### config.mk
export PLATFORM = sky130hd
export DESIGN_NAME = main_ctrl_fsm
export DESIGN_NICKNAME = d
export VERILOG_FILES = /design/src/rtl/main_ctrl_fsm_pkg.sv /design/src/rtl/main_ctrl_fsm_alu_decoder.sv /design/src/rtl/main_ctrl_fsm.sv
export SDC_FILE = /design/constraint.sdc
export NUM_CORES = 1
export LEC_CHECK = 0
export ABC_AREA = 1
export ABC_CLOCK_PERIOD_IN_PS = 1100
export BUFFER_PORTS_ARGS = -buffer_cell sky130_fd_sc_hd__buf_2
export CAP_MARGIN = 10
export CORE_MARGIN = 2
export CORE_UTILIZATION = 42
export CTS_CLUSTER_DIAMETER = 30
export DETAILED_ROUTE_END_ITERATION = 8
export PLACE_DENSITY = 0.84
export SLEW_MARGIN = 40
export SYNTH_ARGS = -nofsm -noshare
export SYNTH_HDL_FRONTEND = slang
export SYNTH_SLANG_ARGS = --single-unit
### constraint.sdc
create_clock -name clk -period 1.1 [get_ports clk]
set_input_delay 0.11 -clock clk [delete_from_list [all_inputs] [get_ports clk]]
set_output_delay 0.11 -clock clk [all_outputs]
set_load 0.01 [all_outputs]
### src/rtl/main_ctrl_fsm_pkg.sv
// ---------------------------------------------------------------------------
// main_ctrl_fsm_pkg
// Purpose : shared encodings for the multicycle RV32I control unit: FSM
//           states, ALU operation classes, opcode constants, ALUControl
//           codes and the mux-select codes driven onto the datapath.
// Contents: state_t, alu_class_t, opcode / ALU / select localparams,
//           immSrcFor() opcode-to-immediate-format helper,
//           branchFunct3Legal() branch funct3 filter.
// ---------------------------------------------------------------------------
package main_ctrl_fsm_pkg;

  // One state per instruction phase; S_RESET is the parked state while reset
  // is asserted and for the first cycle after release.
  typedef enum logic [3:0] {
    S_RESET    = 4'd0,
    S_FETCH    = 4'd1,
    S_DECODE   = 4'd2,
    S_MEMADR   = 4'd3,
    S_MEMREAD  = 4'd4,
    S_MEMWB    = 4'd5,
    S_MEMWRITE = 4'd6,
    S_EXECR    = 4'd7,
    S_EXECI    = 4'd8,
    S_ALUWB    = 4'd9,
    S_BRANCH   = 4'd10,
    S_JAL      = 4'd11,
    S_JALR     = 4'd12,
    S_JALR_LNK = 4'd13,
    S_LUI      = 4'd14,
    S_ILLEGAL  = 4'd15
  } state_t;

  // What kind of ALU operation the current state asks for; the ALU decoder
  // turns this plus the funct fields into the concrete ALUControl code.
  typedef enum logic [1:0] {
    CLS_ADD    = 2'd0,
    CLS_ALU    = 2'd1,
    CLS_BRANCH = 2'd2,
    CLS_JALR   = 2'd3
  } alu_class_t;

  // Opcodes (Instr[6:0])
  localparam logic [6:0] OP_LOAD   = 7'b0000011;
  localparam logic [6:0] OP_STORE  = 7'b0100011;
  localparam logic [6:0] OP_RTYPE  = 7'b0110011;
  localparam logic [6:0] OP_ITYPE  = 7'b0010011;
  localparam logic [6:0] OP_BRANCH = 7'b1100011;
  localparam logic [6:0] OP_JAL    = 7'b1101111;
  localparam logic [6:0] OP_JALR   = 7'b1100111;
  localparam logic [6:0] OP_LUI    = 7'b0110111;
  localparam logic [6:0] OP_AUIPC  = 7'b0010111;

  // ALUControl codes
  localparam logic [3:0] ALU_ADD   = 4'b0000;
  localparam logic [3:0] ALU_SUB   = 4'b0001;
  localparam logic [3:0] ALU_AND   = 4'b0010;
  localparam logic [3:0] ALU_OR    = 4'b0011;
  localparam logic [3:0] ALU_ADDLC = 4'b0100;
  localparam logic [3:0] ALU_SLT   = 4'b0101;
  localparam logic [3:0] ALU_XOR   = 4'b0110;
  localparam logic [3:0] ALU_SLL   = 4'b0111;
  localparam logic [3:0] ALU_SRL   = 4'b1000;
  localparam logic [3:0] ALU_SRA   = 4'b1001;
  localparam logic [3:0] ALU_BNE   = 4'b1010;
  localparam logic [3:0] ALU_BLT   = 4'b1011;
  localparam logic [3:0] ALU_SLTU  = 4'b1100;
  localparam logic [3:0] ALU_BGE   = 4'b1101;
  localparam logic [3:0] ALU_BLTU  = 4'b1110;
  localparam logic [3:0] ALU_BGEU  = 4'b1111;

  // ResultSrc codes
  localparam logic [1:0] RES_ALUOUT    = 2'b00;
  localparam logic [1:0] RES_DATA      = 2'b01;
  localparam logic [1:0] RES_ALURESULT = 2'b10;
  localparam logic [1:0] RES_IMMEXT    = 2'b11;

  // ALUSrcA / ALUSrcB codes
  localparam logic [1:0] SRCA_PC    = 2'b00;
  localparam logic [1:0] SRCA_OLDPC = 2'b01;
  localparam logic [1:0] SRCA_RD1   = 2'b10;
  localparam logic [1:0] SRCB_RD2   = 2'b00;
  localparam logic [1:0] SRCB_IMM   = 2'b01;
  localparam logic [1:0] SRCB_FOUR  = 2'b10;

  // ImmSrc codes
  localparam logic [2:0] IMM_I = 3'b000;
  localparam logic [2:0] IMM_S = 3'b001;
  localparam logic [2:0] IMM_B = 3'b010;
  localparam logic [2:0] IMM_J = 3'b011;
  localparam logic [2:0] IMM_U = 3'b100;

  // Immediate format for an opcode; unknown opcodes fall back to I-type,
  // which is harmless because they never reach a state that uses ImmExt.
  function automatic logic [2:0] immSrcFor(input logic [6:0] opcode);
    logic [2:0] imm;
    imm = IMM_I;
    case (opcode)
      OP_STORE:         imm = IMM_S;
      OP_BRANCH:        imm = IMM_B;
      OP_JAL:           imm = IMM_J;
      OP_LUI, OP_AUIPC: imm = IMM_U;
      default:          imm = IMM_I;
    endcase
    return imm;
  endfunction

  // funct3 values 010 and 011 have no branch meaning in RV32I.
  function automatic logic branchFunct3Legal(input logic [2:0] f3);
    return !((f3 == 3'b010) || (f3 == 3'b011));
  endfunction

endpackage

### src/rtl/main_ctrl_fsm_alu_decoder.sv
// ---------------------------------------------------------------------------
// main_ctrl_fsm_alu_decoder
// Purpose : combinational ALUControl generation for the control FSM.
// Ports   : aluClass_i   - operation class requested by the current state
//           opB5_i       - Instr[5], separates R-type (1) from I-type (0)
//           funct3_i     - Instr[14:12]
//           funct7b5_i   - Instr[30]
//           aluControl_o - 4-bit ALU operation code
// ---------------------------------------------------------------------------
module main_ctrl_fsm_alu_decoder
  import main_ctrl_fsm_pkg::*;
(
  input  alu_class_t aluClass_i,
  input  logic       opB5_i,
  input  logic [2:0] funct3_i,
  input  logic       funct7b5_i,
  output logic [3:0] aluControl_o
);

  // R and I types share one funct3 map. Instr[30] is part of the immediate
  // for ADDI, so SUB needs both the R-type opcode bit and funct7b5; for the
  // right shifts Instr[30] selects SRA in both formats.
  always_comb begin
    aluControl_o = ALU_ADD;
    case (aluClass_i)
      CLS_ALU: begin
        case (funct3_i)
          3'b000:  aluControl_o = (opB5_i && funct7b5_i) ? ALU_SUB : ALU_ADD;
          3'b001:  aluControl_o = ALU_SLL;
          3'b010:  aluControl_o = ALU_SLT;
          3'b011:  aluControl_o = ALU_SLTU;
          3'b100:  aluControl_o = ALU_XOR;
          3'b101:  aluControl_o = funct7b5_i ? ALU_SRA : ALU_SRL;
          3'b110:  aluControl_o = ALU_OR;
          default: aluControl_o = ALU_AND;
        endcase
      end
      CLS_BRANCH: begin
        // Each branch code makes the ALU raise Zero exactly when the branch
        // is taken, so the FSM only has to AND Branch with Zero.
        case (funct3_i)
          3'b000:  aluControl_o = ALU_SUB;
          3'b001:  aluControl_o = ALU_BNE;
          3'b100:  aluControl_o = ALU_BLT;
          3'b101:  aluControl_o = ALU_BGE;
          3'b110:  aluControl_o = ALU_BLTU;
          3'b111:  aluControl_o = ALU_BGEU;
          default: aluControl_o = ALU_ADD;
        endcase
      end
      CLS_JALR: aluControl_o = ALU_ADDLC;
      default:  aluControl_o = ALU_ADD;
    endcase
  end

endmodule

### src/rtl/main_ctrl_fsm.sv
// ---------------------------------------------------------------------------
// main_ctrl_fsm
// Purpose : multicycle RV32I control unit. Walks each instruction through
//           FETCH/DECODE/EXECUTE/MEM/WB and drives the datapath strobes,
//           mux selects and ALUControl. Branches resolve on the ALU Zero flag.
// Ports   : clk, reset (async, active-high)
//           op, funct3, funct7b5   - instruction register fields
//           Zero                   - ALU Zero flag
//           PCWrite, AdrSrc, MemWrite, IRWrite, RegWrite - strobes/selects
//           ResultSrc, ALUSrcA, ALUSrcB, ImmSrc, ALUControl - datapath codes
//           IllegalInstr           - one-cycle pulse for unsupported encodings
// ---------------------------------------------------------------------------
module main_ctrl_fsm
  import main_ctrl_fsm_pkg::*;
(
  input  logic       clk,
  input  logic       reset,
  input  logic [6:0] op,
  input  logic [2:0] funct3,
  input  logic       funct7b5,
  input  logic       Zero,
  output logic       PCWrite,
  output logic       AdrSrc,
  output logic       MemWrite,
  output logic       IRWrite,
  output logic       RegWrite,
  output logic [1:0] ResultSrc,
  output logic [1:0] ALUSrcA,
  output logic [1:0] ALUSrcB,
  output logic [2:0] ImmSrc,
  output logic [3:0] ALUControl,
  output logic       IllegalInstr
);

  state_t     state_q;
  state_t     state_d;
  logic       pcUpdate;
  logic       branch;
  alu_class_t aluClass;

  // State register. Reset is asynchronous so every strobe (all decoded from
  // state) drops in the same cycle reset rises and an in-flight write is
  // abandoned rather than completed.
  always_ff @(posedge clk or posedge reset) begin
    if (reset) begin
      state_q <= S_RESET;
    end else begin
      state_q <= state_d;
    end
  end

  // Next-state logic. DECODE is the only fan-out point; MEMADR picks load
  // versus store from Instr[5]. Branches with a meaningless funct3 are sent
  // to ILLEGAL instead of BRANCH.
  always_comb begin
    state_d = S_FETCH;
    case (state_q)
      S_RESET:  state_d = S_FETCH;
      S_FETCH:  state_d = S_DECODE;
      S_DECODE: begin
        case (op)
          OP_LOAD, OP_STORE: state_d = S_MEMADR;
          OP_RTYPE:          state_d = S_EXECR;
          OP_ITYPE:          state_d = S_EXECI;
          OP_BRANCH:         state_d = branchFunct3Legal(funct3) ? S_BRANCH : S_ILLEGAL;
          OP_JAL:            state_d = S_JAL;
          OP_JALR:           state_d = S_JALR;
          OP_LUI:            state_d = S_LUI;
          OP_AUIPC:          state_d = S_ALUWB;
          default:           state_d = S_ILLEGAL;
        endcase
      end
      S_MEMADR:   state_d = op[5] ? S_MEMWRITE : S_MEMREAD;
      S_MEMREAD:  state_d = S_MEMWB;
      S_MEMWB:    state_d = S_FETCH;
      S_MEMWRITE: state_d = S_FETCH;
      S_EXECR:    state_d = S_ALUWB;
      S_EXECI:    state_d = S_ALUWB;
      S_ALUWB:    state_d = S_FETCH;
      S_BRANCH:   state_d = S_FETCH;
      S_JAL:      state_d = S_ALUWB;
      S_JALR:     state_d = S_JALR_LNK;
      S_JALR_LNK: state_d = S_ALUWB;
      S_LUI:      state_d = S_FETCH;
      S_ILLEGAL:  state_d = S_FETCH;
      default:    state_d = S_FETCH;
    endcase
  end

  // Moore output decode. Everything defaults to 0 / ADD class. DECODE
  // precomputes OldPC+Imm into ALUOut, which is the branch or JAL target
  // consumed by the following state. JAL and JALR_LNK load the PC from
  // ALUOut while the ALU forms OldPC+4 for the link write in ALUWB.
  always_comb begin
    pcUpdate     = 1'b0;
    branch       = 1'b0;
    AdrSrc       = 1'b0;
    MemWrite     = 1'b0;
    IRWrite      = 1'b0;
    RegWrite     = 1'b0;
    ResultSrc    = RES_ALUOUT;
    ALUSrcA      = SRCA_PC;
    ALUSrcB      = SRCB_RD2;
    aluClass     = CLS_ADD;
    IllegalInstr = 1'b0;
    case (state_q)
      S_FETCH: begin
        IRWrite   = 1'b1;
        ALUSrcA   = SRCA_PC;
        ALUSrcB   = SRCB_FOUR;
        ResultSrc = RES_ALURESULT;
        pcUpdate  = 1'b1;
      end
      S_DECODE: begin
        ALUSrcA = SRCA_OLDPC;
        ALUSrcB = SRCB_IMM;
      end
      S_MEMADR: begin
        ALUSrcA = SRCA_RD1;
        ALUSrcB = SRCB_IMM;
      end
      S_MEMREAD: begin
        AdrSrc    = 1'b1;
        ResultSrc = RES_ALUOUT;
      end
      S_MEMWB: begin
        ResultSrc = RES_DATA;
        RegWrite  = 1'b1;
      end
      S_MEMWRITE: begin
        AdrSrc    = 1'b1;
        ResultSrc = RES_ALUOUT;
        MemWrite  = 1'b1;
      end
      S_EXECR: begin
        ALUSrcA  = SRCA_RD1;
        ALUSrcB  = SRCB_RD2;
        aluClass = CLS_ALU;
      end
      S_EXECI: begin
        ALUSrcA  = SRCA_RD1;
        ALUSrcB  = SRCB_IMM;
        aluClass = CLS_ALU;
      end
      S_ALUWB: begin
        ResultSrc = RES_ALUOUT;
        RegWrite  = 1'b1;
      end
      S_BRANCH: begin
        ALUSrcA   = SRCA_RD1;
        ALUSrcB   = SRCB_RD2;
        ResultSrc = RES_ALUOUT;
        branch    = 1'b1;
        aluClass  = CLS_BRANCH;
      end
      S_JAL, S_JALR_LNK: begin
        ALUSrcA   = SRCA_OLDPC;
        ALUSrcB   = SRCB_FOUR;
        ResultSrc = RES_ALUOUT;
        pcUpdate  = 1'b1;
      end
      S_JALR: begin
        ALUSrcA  = SRCA_RD1;
        ALUSrcB  = SRCB_IMM;
        aluClass = CLS_JALR;
      end
      S_LUI: begin
        ResultSrc = RES_IMMEXT;
        RegWrite  = 1'b1;
      end
      S_ILLEGAL: begin
        IllegalInstr = 1'b1;
      end
      default: begin
        pcUpdate = 1'b0;
      end
    endcase
  end

  // A taken branch reuses the PC enable; Zero is only qualified in BRANCH.
  assign PCWrite = pcUpdate | (branch & Zero);

  // Immediate format depends only on the opcode, independent of state.
  assign ImmSrc = immSrcFor(op);

  main_ctrl_fsm_alu_decoder uAluDecoder (
    .aluClass_i   (aluClass),
    .opB5_i       (op[5]),
    .funct3_i     (funct3),
    .funct7b5_i   (funct7b5),
    .aluControl_o (ALUControl)
  );

endmodule

== Word-level counts from Yosys, hierarchy flattened ==
Index checks and enable logic that the tools add are counted.

* Equality and inequality tests: 34
* Muxes and demuxes: 21
* Bitwise logic cells: 2
* Reduce and logical (&&, ||, !) cells: 15

{| class="wikitable"
|+ Operator list
! operator !! count
|-
| $pmux 4 s7 || 2
|-
| $eq 4x4->1 const B || 8
|-
| $pmux 4 s8 || 1
|-
| $pmux 4 s6 || 1
|-
| $eq 7x6->1 const B || 3
|-
| $eq 7x7->1 const B || 3
|-
| $eq 4x3->1 const B || 4
|-
| $eq 7x5->1 const B || 2
|-
| $eq 3x3->1 const B || 4
|-
| $pmux 2 s3 || 2
|-
| $pmux 3 s4 || 1
|-
| $pmux 4 s3 || 1
|-
| $mux 1 || 9
|-
| $reduce_or 3->1 || 3
|-
| $eq 4x2->1 const B || 2
|-
| $pmux 2 s2 || 2
|-
| $reduce_or 2->1 || 4
|-
| $reduce_or 4->1 || 2
|-
| $eq 7x2->1 const B || 1
|-
| $reduce_or 7->1 || 1
|-
| $eq 3x2->1 const B || 2
|-
| $reduce_or 5->1 || 1
|-
| $eq 2x2->1 const B || 2
|-
| $eq 4x1->1 const B || 1
|-
| 10 further kinds || 10
|}

* Register bits: 4
* Output and inout port bits: 19
* Word-level logic and storage cells: 73

== Longest topological paths before layout ==
Gate-level depths: netlist of run 1.

* Word-level depth: 5
* Depth in mapped cells: 10

== Cells and area by module ==
Synthesis of run 1 repeated with hierarchy kept, for this count alone.

* Cells, all modules: 147
* Area total of the unflattened synthesis: 765.7 um^2

{| class="wikitable"
|+ By module, submodules not included
! module !! instances !! cells each !! area an instance (um^2) !! sequential area each (um^2)
|-
| main_ctrl_fsm || 1 || 116 || 624.3 || 100.1
|-
| main_ctrl_fsm_alu_decoder || 1 || 31 || 141.4 || 0.0
|}

== Least setup slack after synthesis of run 1 ==
No wires, ideal clock.

* Path kind: reg-to-output
* Start: register state_q[3]
* End: output PCWrite
* Arrival time: 1.107 ns
* Required time: 0.990 ns
* Setup slack: -0.117 ns
* Cell stages (with the launch flop): 6
* Cell sequence: dfrtp_1 > nor2_1 > inv_1 > nor2_2 > inv_1 > nand3_1

* Cells in the longest elaborated chain, start to end: 4
* Elaborated cells on any way between the ends: 9
* Those cells by class: eq/ne: 4; mux: 2; bitwise: 2; reduce/logical: 1

{| class="wikitable"
|+ Ends and longest elaborated chain
! item !! line !! RTL
|-
| start, declared || main_ctrl_fsm.sv:35 || <nowiki>state_t state_q;</nowiki>
|-
| start signal, assigned || main_ctrl_fsm.sv:48 || <nowiki>state_q <= state_d;</nowiki>
|-
| $eq 4x4->1 / $eq 4x1->1 (equally long branches) || main_ctrl_fsm.sv:106 || <nowiki>case (state_q)</nowiki>
|-
| $reduce_or 3->1 (no line) / $mux 1 (equally long branches) || n/a ||
|-
| $mux 1 / $and 1x1->1 (equally long branches) || main_ctrl_fsm.sv:106, main_ctrl_fsm.sv:181 ||
|-
| $or 1x1->1 * || main_ctrl_fsm.sv:181 || <nowiki>assign PCWrite = pcUpdate | (branch & Zero);</nowiki>
|-
| end, declared || main_ctrl_fsm.sv:22 || <nowiki>output logic PCWrite,</nowiki>
|}

Every way passes the cells marked *; elsewhere a longest branch is shown, timed or not.

== Worst setup path after layout of run 1 ==
* Start: register state_q[2]
* End: output ALUControl[0]

* Cells in the longest elaborated chain, start to end: 5
* Elaborated cells on any way between the ends: 10
* Those cells by class: eq/ne: 7; mux: 2; reduce/logical: 1

{| class="wikitable"
|+ Ends and longest elaborated chain
! item !! line !! RTL
|-
| $eq 4x4->1 / $eq 4x3->1 (equally long branches) || main_ctrl_fsm.sv:106 ||
|-
| $reduce_or 2->1 (no line) || n/a ||
|-
| $pmux 2 s3 * || main_ctrl_fsm.sv:106 ||
|-
| $eq 2x2->1 / $eq 2x1->1 (equally long branches) || main_ctrl_fsm_alu_decoder.sv:25 || <nowiki>case (aluClass_i)</nowiki>
|-
| $pmux 4 s3 * || main_ctrl_fsm_alu_decoder.sv:25 ||
|-
| end, declared || main_ctrl_fsm.sv:31 || <nowiki>output logic [3:0] ALUControl,</nowiki>
|}

Marks and branches as above.

==> impl_metrics.csv, run 1 <==
group,metric,value,unit
run_status,status,"finished, violations left",
run_status,violations,"setup timing",
layout,top_register,"state_q",
yosys,synth_top_family_by_area,"simple AND/OR/NAND/NOR gates",
route,route.detailed.drc,0,
floorplanning,die_area,2103,sq um
cts,tritoncts,"yes",
grt,use_met1,26.13,%
floorplanning,fp.dieH,45.86,um
cts,cts-root-buf,"clkbuf_4",
placed_design,pre_cts_ws,-0.2207,ns
grt,overflow,0,
setup_path,required,0.99,ns
yosys,synth_fp_nets,158,
cts,numClockSinks,4,
setup_path,r2r_setup_slack,-0.33,ns
setup_path,cp.arrival,1.57,ns
timing,setup_violations,20,
setup_path,regToRegEndpoint,"state_q[3]$_DFF_PP0_",
pwr,sw_frac_of_total,49.94,%
floorplanning,initial_utilization,43.56,%
yosys,synthDistinctLibCells,22,
placed_design,placed_cells,205,
setup_path,r2r_cells,6,
grt,grt_use_met3,1.587,%
setup_path,path_delay_family,"flip-flops",
job,maxCapViolCount,0,
grt,met2_usage,48.89,%
cts,htreeDepth,1,
pwr,ir_drop,0.9870,mV
pwr,clkPwrFrac,6.9,%
setup_path,path_cells,"inv_2, nand2_4, buf_12, nor2_4, o211ai_1, nand2_1, buf_2",
floorplanning,rows,15,
cts,clk_pin_slew_worst_paths,0.04,ns
layout,largest_reg_flops,4,
timing,drv_slew,0,
layout,layout.nets,217,
route,ant_nets,0,
timing,worst_slack,-0.5791,ns
floorplanning,io_pins,33,
cts,numCtsBuffers,3,
timing,finalCritPeriodShare,152.6,%
setup_path,cp_slowest_cell,"dfrtp_1",
pwr,power_frac_comb,80.7,%
placed_design,hpwlAfterDp,1.825,mm
layout,final-instance-count-excl-fill,218,
setup_path,cp-start-kind,"flop",
setup_path,crit_fanout,5,
route,drt_iter0_drc,71,
grt,antenna_found_initial,0,
setup_path,critical_path_class,"reg2out",
timing,rsz0062_at_grt,"yes",
timing,tightestPinTransition,0.3728,ns
setup_path,cp.buffers_inverters,3,
pwr,intPower,0.001336,W
timing,hold_viol_final,0,
yosys,synthXorXnorAreaFrac,0,%
placed_design,numPortBuffers,32,
setup_path,end_kind,"output pin",
pwr,seqPwrFrac,12.4,%
grt,grt_max_degree,7,
yosys,muxShareOfSynthArea,0,%
pwr,pwr_density_cell,2187,nW/um^2
worst_hold_path,hold_end,"state_q[1]$_DFF_PP0_",
floorplanning,die_w,45.86,um
setup_path,r2r-start,"state_q[3]$_DFF_PP0_",
route,firstDrtPassIters,4,
floorplanning,fp.coreArea,1689,sq um
yosys,synth.avg_cell_area,5.109,sq um
timing,max_freq,595.6,MHz
grt,grt_usage,24.54,%
pwr,leakage,0.7324,nW
timing,skew,0.003967,ns
worst_hold_path,hold_path.class,"in2reg",
layout,final.fill_count,126,
timing,max-slew-margin-rel,74.89,%
cts,cts_buffer_depth,2,
cts,worst_skew_pair.late_latency,0.24,ns
grt,grt_pass1_vias,976,
route,wl_per_cell,13.29,um
yosys,synth_fa_ha_area_share,0,%
setup_path,slowest_delay,0.40,ns
timing,period_needed,1.679,ns
worst_hold_path,min_from,"op[5]",
worst_hold_path,hold_depth,3,
layout,insertedDiodeCount,0,
route,wl,2.897,mm
layout,layout-drive-gt1-share,46.27,%
yosys,netlist_area,735.7,sq um
yosys,ys_seq_elements,4,
route,routed-via-count,1184,
yosys,synthSimpleGateAreaFrac,53.40,%
yosys,seq_area_frac_synth,13.61,%
layout,syn_to_final_growth,65.82,%
yosys,yosysWarnings,0,
grt,grt.busiest_layer,"met2",
layout,largestRegisters,"state_q x4",
yosys,synth_compound_area_share,17.69,%
yosys,synth_cells,144,
route,vias_per_cell,5.431,
pwr,switchingPower,0.001333,W
grt,grt_pass1_wl,3.836,mm
placed_design,gp_congestion,0.8325,
per-layer routing:
metal | vias up | part of all wire, %
met1 | 522 | 37
met2 | 75 | 52
li1 | 568 | -
met4 | 0 | 4.2
met3 | 19 | 6.7
met5 | - | 0
how the worst max path moves through the flow:
stage / start / end / slack [ns] / cells after the start
global route: state_q[2]$_DFF_PP0_ / ALUControl[0] / -0.67 / 7
detailed placement: state_q[1]$_DFF_PP0_ / ALUSrcA[1] / -0.22 / 8
CTS: state_q[1]$_DFF_PP0_ / ALUSrcA[1] / -0.43 / 8
finish: state_q[2]$_DFF_PP0_ / ALUControl[0] / -0.58 / 7
global placement: state_q[1]$_DFF_PP0_ / ALUSrcA[1] / -0.18 / 8
floorplan: state_q[1]$_DFF_PP0_ / ALUSrcA[1] / -0.06 / 7
cells in the final DEF (no fill, tap or decap):
master	count
clkbuf_4	3
nor2_1	21
o31ai_1	1
nand2_1	41
buf_12	1
dfrtp_1	2
buf_2	31
o2111ai_1	1
buf_4	18
o21ai_0	4
nor3_1	1
nand3_1	10
dfrtp_2	2
buf_6	3
nand2_4	1
nor2_4	7
a21oi_1	3
inv_1	18
a21oi_2	3
a21oi_4	1
o21ai_2	1
dlygate4sd3_1	1
o21ai_1	2
nor3_2	1
o31ai_2	1
a31oi_4	1
nand3b_1	1
inv_4	1
o211ai_1	2
inv_2	11
nand3_2	1
nand2_2	4
nor2_2	2
tightest hold or removal path: stages:
cell,delay [ns]
buf_2,0.18
a31oi_4,0.10
nand2_1,0.04
layout make-up:
cell class	instances	area, sq um	share of cell area [%]
multi-input cells	110	604.3	49.54
clock buffers	3	22.52	1.846
repair buffers	54	354.1	29.03
flip-flops and latches	4	102.6	8.410
well taps	17	21.27	1.744
inverters	30	115.1	9.436
cells in the mapped netlist:
cell | n | area share, %
nand2_1 | 43 | 22
nor2_1 | 25 | 13
inv_1 | 24 | 12
nand3_1 | 10 | 6.8
inv_2 | 6 | 3.1
o21ai_0 | 5 | 3.4
a21oi_1 | 4 | 2.7
dfrtp_1 | 4 | 14
nor2_2 | 4 | 3.4
a21oi_2 | 3 | 3.6
nand2_2 | 3 | 2.6
o211ai_1 | 2 | 2.0
o31ai_1 | 2 | 2.0
a31oi_1 | 1 | 0.85
nand3_2 | 1 | 1.4
nand3b_1 | 1 | 1.0
nor2_4 | 1 | 1.5
nor3_1 | 1 | 0.68
nor3_2 | 1 | 1.4
o2111ai_1 | 1 | 1.2
o21ai_1 | 1 | 0.68
o21ai_2 | 1 | 1.2
cells by family (layout without fill, tap and decap cells):
| group | after synthesis | after routing |
|---|---|---|
| flip-flops | 4 | 4 |
| buffers and inverters | 30 | 87 |
| AND/OR/NAND/NOR | 90 | 90 |
| AO/OA/AOI/OAI | 20 | 20 |
timing repair:
item / in CTS / in global routing
endpoints found under the setup margin: 19 / 20
resized for setup: 14 / 9
hold buffers: 1 / 0
setup buffers: 4 / 6
hold endpoints to repair: 4 / 0
pin swaps: 6 / 7
metrics by stage:
stage	hold slack, ns	power [W]	TNS [ns]	area (sq um)	util [%]
after floorplan	-0.1239	0.001137	-0.2496	755.7	-
after global placement	-0.01080	0.001750	-1.558	1027	60.81
after detailed placement	-0.006666	0.001788	-1.986	1027	60.81
after CTS	0.2183	0.002229	-5.686	1145	67.78
after global routing	0.2444	0.002836	-8.699	1220	72.22
final	0.2264	0.002668	-7.643	1220	72.22
power groups by stage:
stage	Sequential, W	Combinational (W)	Clock, W
CTS	0.000309	0.00173	0.000185
floorplan	0.000290	0.000847	0
global route	0.000337	0.00230	0.000198
detailed placement	0.000295	0.00149	0
finish	0.000331	0.00215	0.000185
global placement	0.000289	0.00146	0
(Power assumes the default switching activity.)
==> inputs of run 2 (changes only) <==
--- a/config.mk
+++ b/config.mk
@@ -5,15 +5,15 @@
 export SDC_FILE = /design/constraint.sdc
 export NUM_CORES = 1
 export LEC_CHECK = 0
-export ABC_AREA = 1
-export ABC_CLOCK_PERIOD_IN_PS = 1100
+export ABC_AREA = 0
+export ABC_CLOCK_PERIOD_IN_PS = 2200
 export BUFFER_PORTS_ARGS = -buffer_cell sky130_fd_sc_hd__buf_2
 export CAP_MARGIN = 10
 export CORE_MARGIN = 2
-export CORE_UTILIZATION = 42
+export CORE_UTILIZATION = 50
 export CTS_CLUSTER_DIAMETER = 30
 export DETAILED_ROUTE_END_ITERATION = 8
-export PLACE_DENSITY = 0.84
+export PLACE_DENSITY = 0.92
 export SLEW_MARGIN = 40
 export SYNTH_ARGS = -nofsm -noshare
 export SYNTH_HDL_FRONTEND = slang
==> constraint.sdc (replaced) <==
create_clock -name clk -period 2.2 [get_ports clk]
set_input_delay 0.22 -clock clk [delete_from_list [all_inputs] [get_ports clk]]
set_output_delay 0.22 -clock clk [all_outputs]
set_load 0.01 [all_outputs]
==> impl_metrics.csv, run 2 <==
group,metric,value,unit
yosys,synth_edf_count,0,
pwr,pwr_density_cell,1048,nW/um^2
route,wl,2.064,mm
pwr,leakage,0.4639,nW
grt,overflow,0,
setup_path,cp-start-kind,"flop",
yosys,synth_most_common_cell,"nor2_1",
yosys,seq_area_frac_synth,12.94,%
layout,final.fill_count,132,
worst_hold_path,hold_path.class,"in2reg",
layout,layout-drive-gt1-share,30.07,%
route,route.detailed.drc,0,
cts,cts_buffer_depth,2,
setup_path,r2r_setup_slack,0.63,ns
floorplanning,rows,14,
run_status,status,"completed",
cts,clk_pin_slew_worst_paths,0.04,ns
setup_path,required,1.98,ns
grt,grt_usage,23.25,%
yosys,ys_async_sr_fraction,100.0,%
grt,grt_use_met3,3.830,%
timing,hold_viol_final,0,
job,maxCapViolCount,0,
setup_path,regToRegEndpoint,"state_q[0]$_DFF_PP0_",
cts,worst_skew_pair.late_latency,0.23,ns
grt,use_met1,34.88,%
layout,syn_to_final_growth,20.71,%
setup_path,critical_path_class,"reg2out",
route,vias_per_cell,5.874,
layout,layout_common_cells,"32 x buf_2, 17 x nor2_1, 11 x nand2_1",
setup_path,crit_fanout,12,
yosys,synth_fp_nets,129,
grt,antenna_found_initial,0,
route,wl_per_cell,12.98,um
yosys,ys_top_cells_by_area,"dfrtp_1 13%, nor2_1 8.3%, nand2_1 5.3%, nand3_1 4.5%, a21oi_1 3.9%",
floorplanning,fp.coreArea,1471,sq um
layout,layout.nets,159,
grt,grt_pass1_vias,780,
yosys,ys_seq_elements,4,
placed_design,hpwlAfterDp,1.600,mm
layout,top_register,"state_q",
floorplanning,io_pins,33,
route,ant_nets,0,
timing,setup_tns,0,ns
timing,rsz0062_at_grt,"no",
yosys,synth.avg_cell_area,6.724,sq um
layout,finish.utilization,63.44,%
timing,setup_violations,0,
worst_hold_path,min_from,"op[5]",
layout,insertedDiodeCount,0,
setup_path,r2r-start,"state_q[2]$_DFF_PP0_",
floorplanning,die_area,1877,sq um
grt,grt_pass1_wl,3.415,mm
yosys,yosysTopAreaCell,"dfrtp_1",
timing,finalCritPeriodShare,92.07,%
placed_design,numPortBuffers,32,
route,routed-via-count,934,
grt,grt_max_degree,15,
grt,grt.busiest_layer,"met2",
layout,largest_reg_flops,4,
timing,worst_slack,0.1745,ns
yosys,yosysWarnings,0,
worst_hold_path,hold_depth,3,
yosys,synthDistinctLibCells,40,
route,firstDrtPassIters,4,
timing,period_needed,2.026,ns
yosys,synth.top_cell.area_share,12.94,%
pwr,total_power,0.0009783,W
timing,drv_slew,0,
setup_path,r2r_cells,4,
setup_path,cp.buffers_inverters,1,
route,drt_iter0_drc,47,
floorplanning,initial_utilization,52.55,%
cts,numClockSinks,4,
floorplanning,fp.dieH,43.33,um
cts,htreeDepth,1,
cts,tritoncts,"yes",
setup_path,slowest_delay,0.57,ns
layout,layout_commonest_cell,"buf_2",
placed_design,pre_cts_ws,0.4185,ns
setup_path,cp.depth,5,
layout,largestRegisters,"state_q x4",
timing,skew,0.003746,ns
yosys,synth_flop_cell,"dfrtp_1",
yosys,synth_cells,115,
floorplanning,die_w,43.33,um
cts,post_cts_buffers,0,
setup_path,end_kind,"output pin",
yosys,netlist_area,773.2,sq um
timing,hold_ws,0.3867,ns
cts,cts-root-buf,"clkbuf_4",
timing,max-slew-margin-rel,62.24,%
placed_design,gp_congestion,0.9346,
timing,max_freq,493.7,MHz
setup_path,startpoint,"state_q[1]$_DFF_PP0_",
setup_path,cp_slowest_cell,"dfrtp_1",
cts,numCtsBuffers,3,
setup_path,path_delay_family,"simple AND/OR/NAND/NOR gates",
grt,met2_usage,35.52,%
setup_path,crit_end,"ALUControl[3]",
timing,tightestPinTransition,0.5665,ns
setup_path,path_cells,"nand2_1, o32ai_4, or3b_1, nand3_1, buf_2",
pwr,ir_drop,0.4887,mV
yosys,synthTopCellsByCount,"17 x nor2_1, 11 x nand2_1, 8 x inv_1, 7 x nand3_1",
setup_path,cp.arrival,1.81,ns
run 2: where the power goes:
part / internal (W) / leakage (nW) / switching [W]
logic: 0.000298 / 0.401 / 0.000366
registers: 0.000106 / 0.0491 / 0.000117
clock network: 0.0000610 / 0.0138 / 0.0000295
total: 0.000466 / 0.464 / 0.000513
run 2: logic make-up (layout without fill, tap and decap cells):
| group | after synthesis | after routing | share of synthesized area [%] |
|---|---|---|---|
| compound gates | 33 | 33 | 30.91 |
| xor+xnor | 3 | 3 | 3.399 |
| buf+inv | 16 | 44 | 10.68 |
| flops | 4 | 4 | 12.95 |
| mux | 2 | 2 | 2.751 |
| simple gates | 57 | 57 | 39.32 |
run 2: per-layer routing:
metal	up-vias	wire (um)
li1	467	-
met1	419	885
met2	48	1008
met3	0	170
met4	0	0
met5	-	0
run 2: layout make-up:
class | count | area (sq um) | share of cell area, %
multi-input combinational | 95 | 590.6 | 63.27
timing repair buffer | 33 | 170.2 | 18.23
sequential | 4 | 100.1 | 10.72
inverter | 8 | 30.03 | 3.217
clock buffer | 3 | 22.52 | 2.413
tap | 16 | 20.02 | 2.145
run 2: worst min-delay path by stage:
stage / slack [ns] / to
final: 0.39 / state_q[1]$_DFF_PP0_
after global routing: 0.37 / state_q[1]$_DFF_PP0_
after CTS: 0.37 / state_q[1]$_DFF_PP0_
after detailed placement: 0.11 / state_q[1]$_DFF_PP0_
after global placement: 0.10 / state_q[0]$_DFF_PP0_
after floorplan: -0.01 / state_q[0]$_DFF_PP0_
run 2: repair_timing:
item | CTS | global route
hold buffers | 1 | 0
hold endpoints to repair | 4 | 0
resized for setup | 0 | 0
run 2: worst min-delay path, cell delays in order:
cell and delay, ns:
buf_2 0.16, nor2_1 0.13, nor4_1 0.06
run 2: stage by stage:
step                      cell area (sq um)  std cells
after floorplan                       773.2        115
after global placement                900.9        155
after detailed placement              900.9        155
after CTS                             933.4        159
after global routing                  933.4        159
final                                 933.4        159
==> inputs of run 3 (changes only) <==
--- a/config.mk
+++ b/config.mk
@@ -9,11 +9,13 @@
 export ABC_CLOCK_PERIOD_IN_PS = 2200
 export BUFFER_PORTS_ARGS = -buffer_cell sky130_fd_sc_hd__buf_2
 export CAP_MARGIN = 10
+export CELL_PAD_IN_SITES_DETAIL_PLACEMENT = 0
+export CELL_PAD_IN_SITES_GLOBAL_PLACEMENT = 1
 export CORE_MARGIN = 2
-export CORE_UTILIZATION = 50
+export CORE_UTILIZATION = 34
 export CTS_CLUSTER_DIAMETER = 30
 export DETAILED_ROUTE_END_ITERATION = 8
-export PLACE_DENSITY = 0.92
+export PLACE_DENSITY = 0.93
 export SLEW_MARGIN = 40
 export SYNTH_ARGS = -nofsm -noshare
 export SYNTH_HDL_FRONTEND = slang
==> impl_metrics.csv, run 3 (synthesized netlist as in run 2, its figures left out) <==
group,metric,value,unit
run_status,status,"completed",
worst_hold_path,min_from,"op[5]",
grt,grt_max_degree,15,
job,maxCapViolCount,0,
pwr,seqPwrFrac,22.6,%
timing,period_needed,2.029,ns
setup_path,r2r_cells,2,
pwr,pwr_density_cell,1015,nW/um^2
grt,grt_pass1_wl,3.374,mm
floorplanning,initial_utilization,35.29,%
cts,numClockSinks,4,
route,route.detailed.drc,0,
placed_design,gp_congestion,0.8768,
timing,hold_viol_final,0,
cts,clk_pin_slew_worst_paths,0.04,ns
timing,finalCritPeriodShare,92.22,%
layout,largest_reg_flops,4,
setup_path,end_kind,"output pin",
worst_hold_path,hold_path.class,"in2reg",
cts,tritoncts,"yes",
setup_path,slowest_delay,0.56,ns
layout,layout.nets,159,
cts,post_cts_buffers,0,
setup_path,required,1.98,ns
layout,top_register,"state_q",
layout,layout-drive-gt1-share,30.07,%
layout,layout_common_cells,"32 x buf_2, 17 x nor2_1, 11 x nand2_1",
route,routed-via-count,920,
pwr,power_frac_comb,68.1,%
worst_hold_path,hold_end,"state_q[1]$_DFF_PP0_",
timing,tightestPinTransition,0.5267,ns
floorplanning,rows,17,
route,drt_iter0_drc,26,
setup_path,cp.arrival,1.81,ns
setup_path,cp-start-kind,"flop",
cts,numCtsBuffers,3,
floorplanning,io_pins,33,
layout,insertedDiodeCount,0,
pwr,clkPwrFrac,9.4,%
timing,setup_violations,0,
setup_path,cp_slowest_cell,"dfrtp_1",
floorplanning,die_w,51.69,um
timing,setup_tns,0,ns
floorplanning,fp.dieH,51.69,um
grt,overflow,0,
placed_design,dpl_cell_area,915.9,sq um
timing,max_freq,492.9,MHz
timing,drv_slew,0,
setup_path,crit_fanout,12,
grt,grt_usage,16.25,%
layout,syn_to_final_growth,22.65,%
setup_path,r2r_setup_slack,0.75,ns
route,wl_per_cell,11.43,um
setup_path,regToRegEndpoint,"state_q[1]$_DFF_PP0_",
timing,max-slew-margin-rel,64.88,%
pwr,intPower,0.0004655,W
route,vias_per_cell,5.380,
route,wl,1.954,mm
pwr,switchingPower,0.0004972,W
setup_path,path_cells,"nand2_1, o32ai_4, or3b_1, nand3_1, buf_2",
floorplanning,die_area,2672,sq um
route,firstDrtPassIters,4,
pwr,sw_frac_of_total,51.65,%
pwr,ir_drop,0.4407,mV
setup_path,path_delay_family,"simple AND/OR/NAND/NOR gates",
layout,final-instance-count-excl-fill,171,
setup_path,cp.buffers_inverters,1,
layout,largestRegisters,"state_q x4",
pwr,leakage,0.4639,nW
placed_design,numPortBuffers,32,
layout,postLayoutCellArea,948.4,sq um
cts,cts-root-buf,"clkbuf_4",
placed_design,placed_cells,167,
route,ant_nets,0,
timing,skew,0.0007825,ns
worst_hold_path,hold_depth,3,
grt,antenna_found_initial,0,
layout,final.fill_count,225,
cts,htreeDepth,1,
floorplanning,fp.coreArea,2191,sq um
cts,worst_skew_pair.late_latency,0.23,ns
timing,rsz0062_at_grt,"no",
grt,grt_pass1_vias,779,
placed_design,hpwlAfterDp,1.592,mm
setup_path,critical_path_class,"reg2out",
cts,cts_buffer_depth,2,
layout,layout_commonest_cell,"buf_2",
setup_path,r2r-start,"state_q[2]$_DFF_PP0_",
run 3: cell counts in the layout (fill, tap and decap cells not counted):
Identical to the previous run, type by type.
run 3: worst max-delay path by stage:
stage / cells after the start / start / slack (ns) / end
2_1_floorplan: 5 / state_q[0]$_DFF_PP0_ / 0.64 / ALUControl[3]
3_3_place_gp: 5 / state_q[1]$_DFF_PP0_ / 0.48 / ALUControl[3]
3_5_place_dp: 5 / state_q[1]$_DFF_PP0_ / 0.41 / ALUControl[3]
4_1_cts: 5 / state_q[1]$_DFF_PP0_ / 0.15 / ALUControl[3]
5_1_grt: 5 / state_q[1]$_DFF_PP0_ / 0.01 / ALUControl[3]
6_report: 5 / state_q[1]$_DFF_PP0_ / 0.17 / ALUControl[3]
run 3: repair_timing:
action,CTS,global route
hold endpoints to repair,4,0
gates resized for setup,0,0
hold buffers,1,0
run 3: layer usage:
metal | routed length [um] | vias to the layer above | share of wire [%] | global-route usage (%)
li1 | - | 472 | - | -
met1 | 955 | 425 | 49 | 21.27
met2 | 910 | 23 | 47 | 27.14
met3 | 87 | 0 | 4.5 | 3.448
met4 | 0 | 0 | 0 | 3.947
met5 | 0 | - | 0 | 0
run 3: final cells by class:
class	instances	area, sq um	share of cell area (%)
Multi-Input combinational cell	95	590.6	62.27
Timing Repair Buffer	33	170.2	17.94
Sequential cell	4	100.1	10.55
Tap cell	28	35.03	3.694
Inverter	8	30.03	3.166
Clock buffer	3	22.52	2.375
run 3: worst reg2reg max path: cells and delay by family (launching register included):
| kind | cells | cell delay (ns) |
|---|---|---|
| simple gates | 2 | 0.78 |
| flops | 1 | 0.56 |
run 3: power groups by stage:
stage	registers, W	clock network (W)	logic (W)
3_3_place_gp	0.000211	0	0.000656
3_5_place_dp	0.000217	0	0.000658
6_report	0.000217	0.0000901	0.000655
2_1_floorplan	0.000143	0	0.000581
4_1_cts	0.000216	0.0000927	0.000662
5_1_grt	0.000231	0.000104	0.000736
run 3: stage by stage:
stage | setup WS, ns | util, % | hold WS [ns] | power [W]
6_report | 0.1711 | 43.29 | 0.3617 | 0.0009626
5_1_grt | 0.01098 | 43.29 | 0.3911 | 0.001072
4_1_cts | 0.1548 | 43.29 | 0.3662 | 0.0009709
3_5_place_dp | 0.4123 | 41.80 | 0.1091 | 0.0008751
3_3_place_gp | 0.4769 | 41.80 | 0.1068 | 0.0008676
2_1_floorplan | 0.6427 | - | -0.01392 | 0.0007237
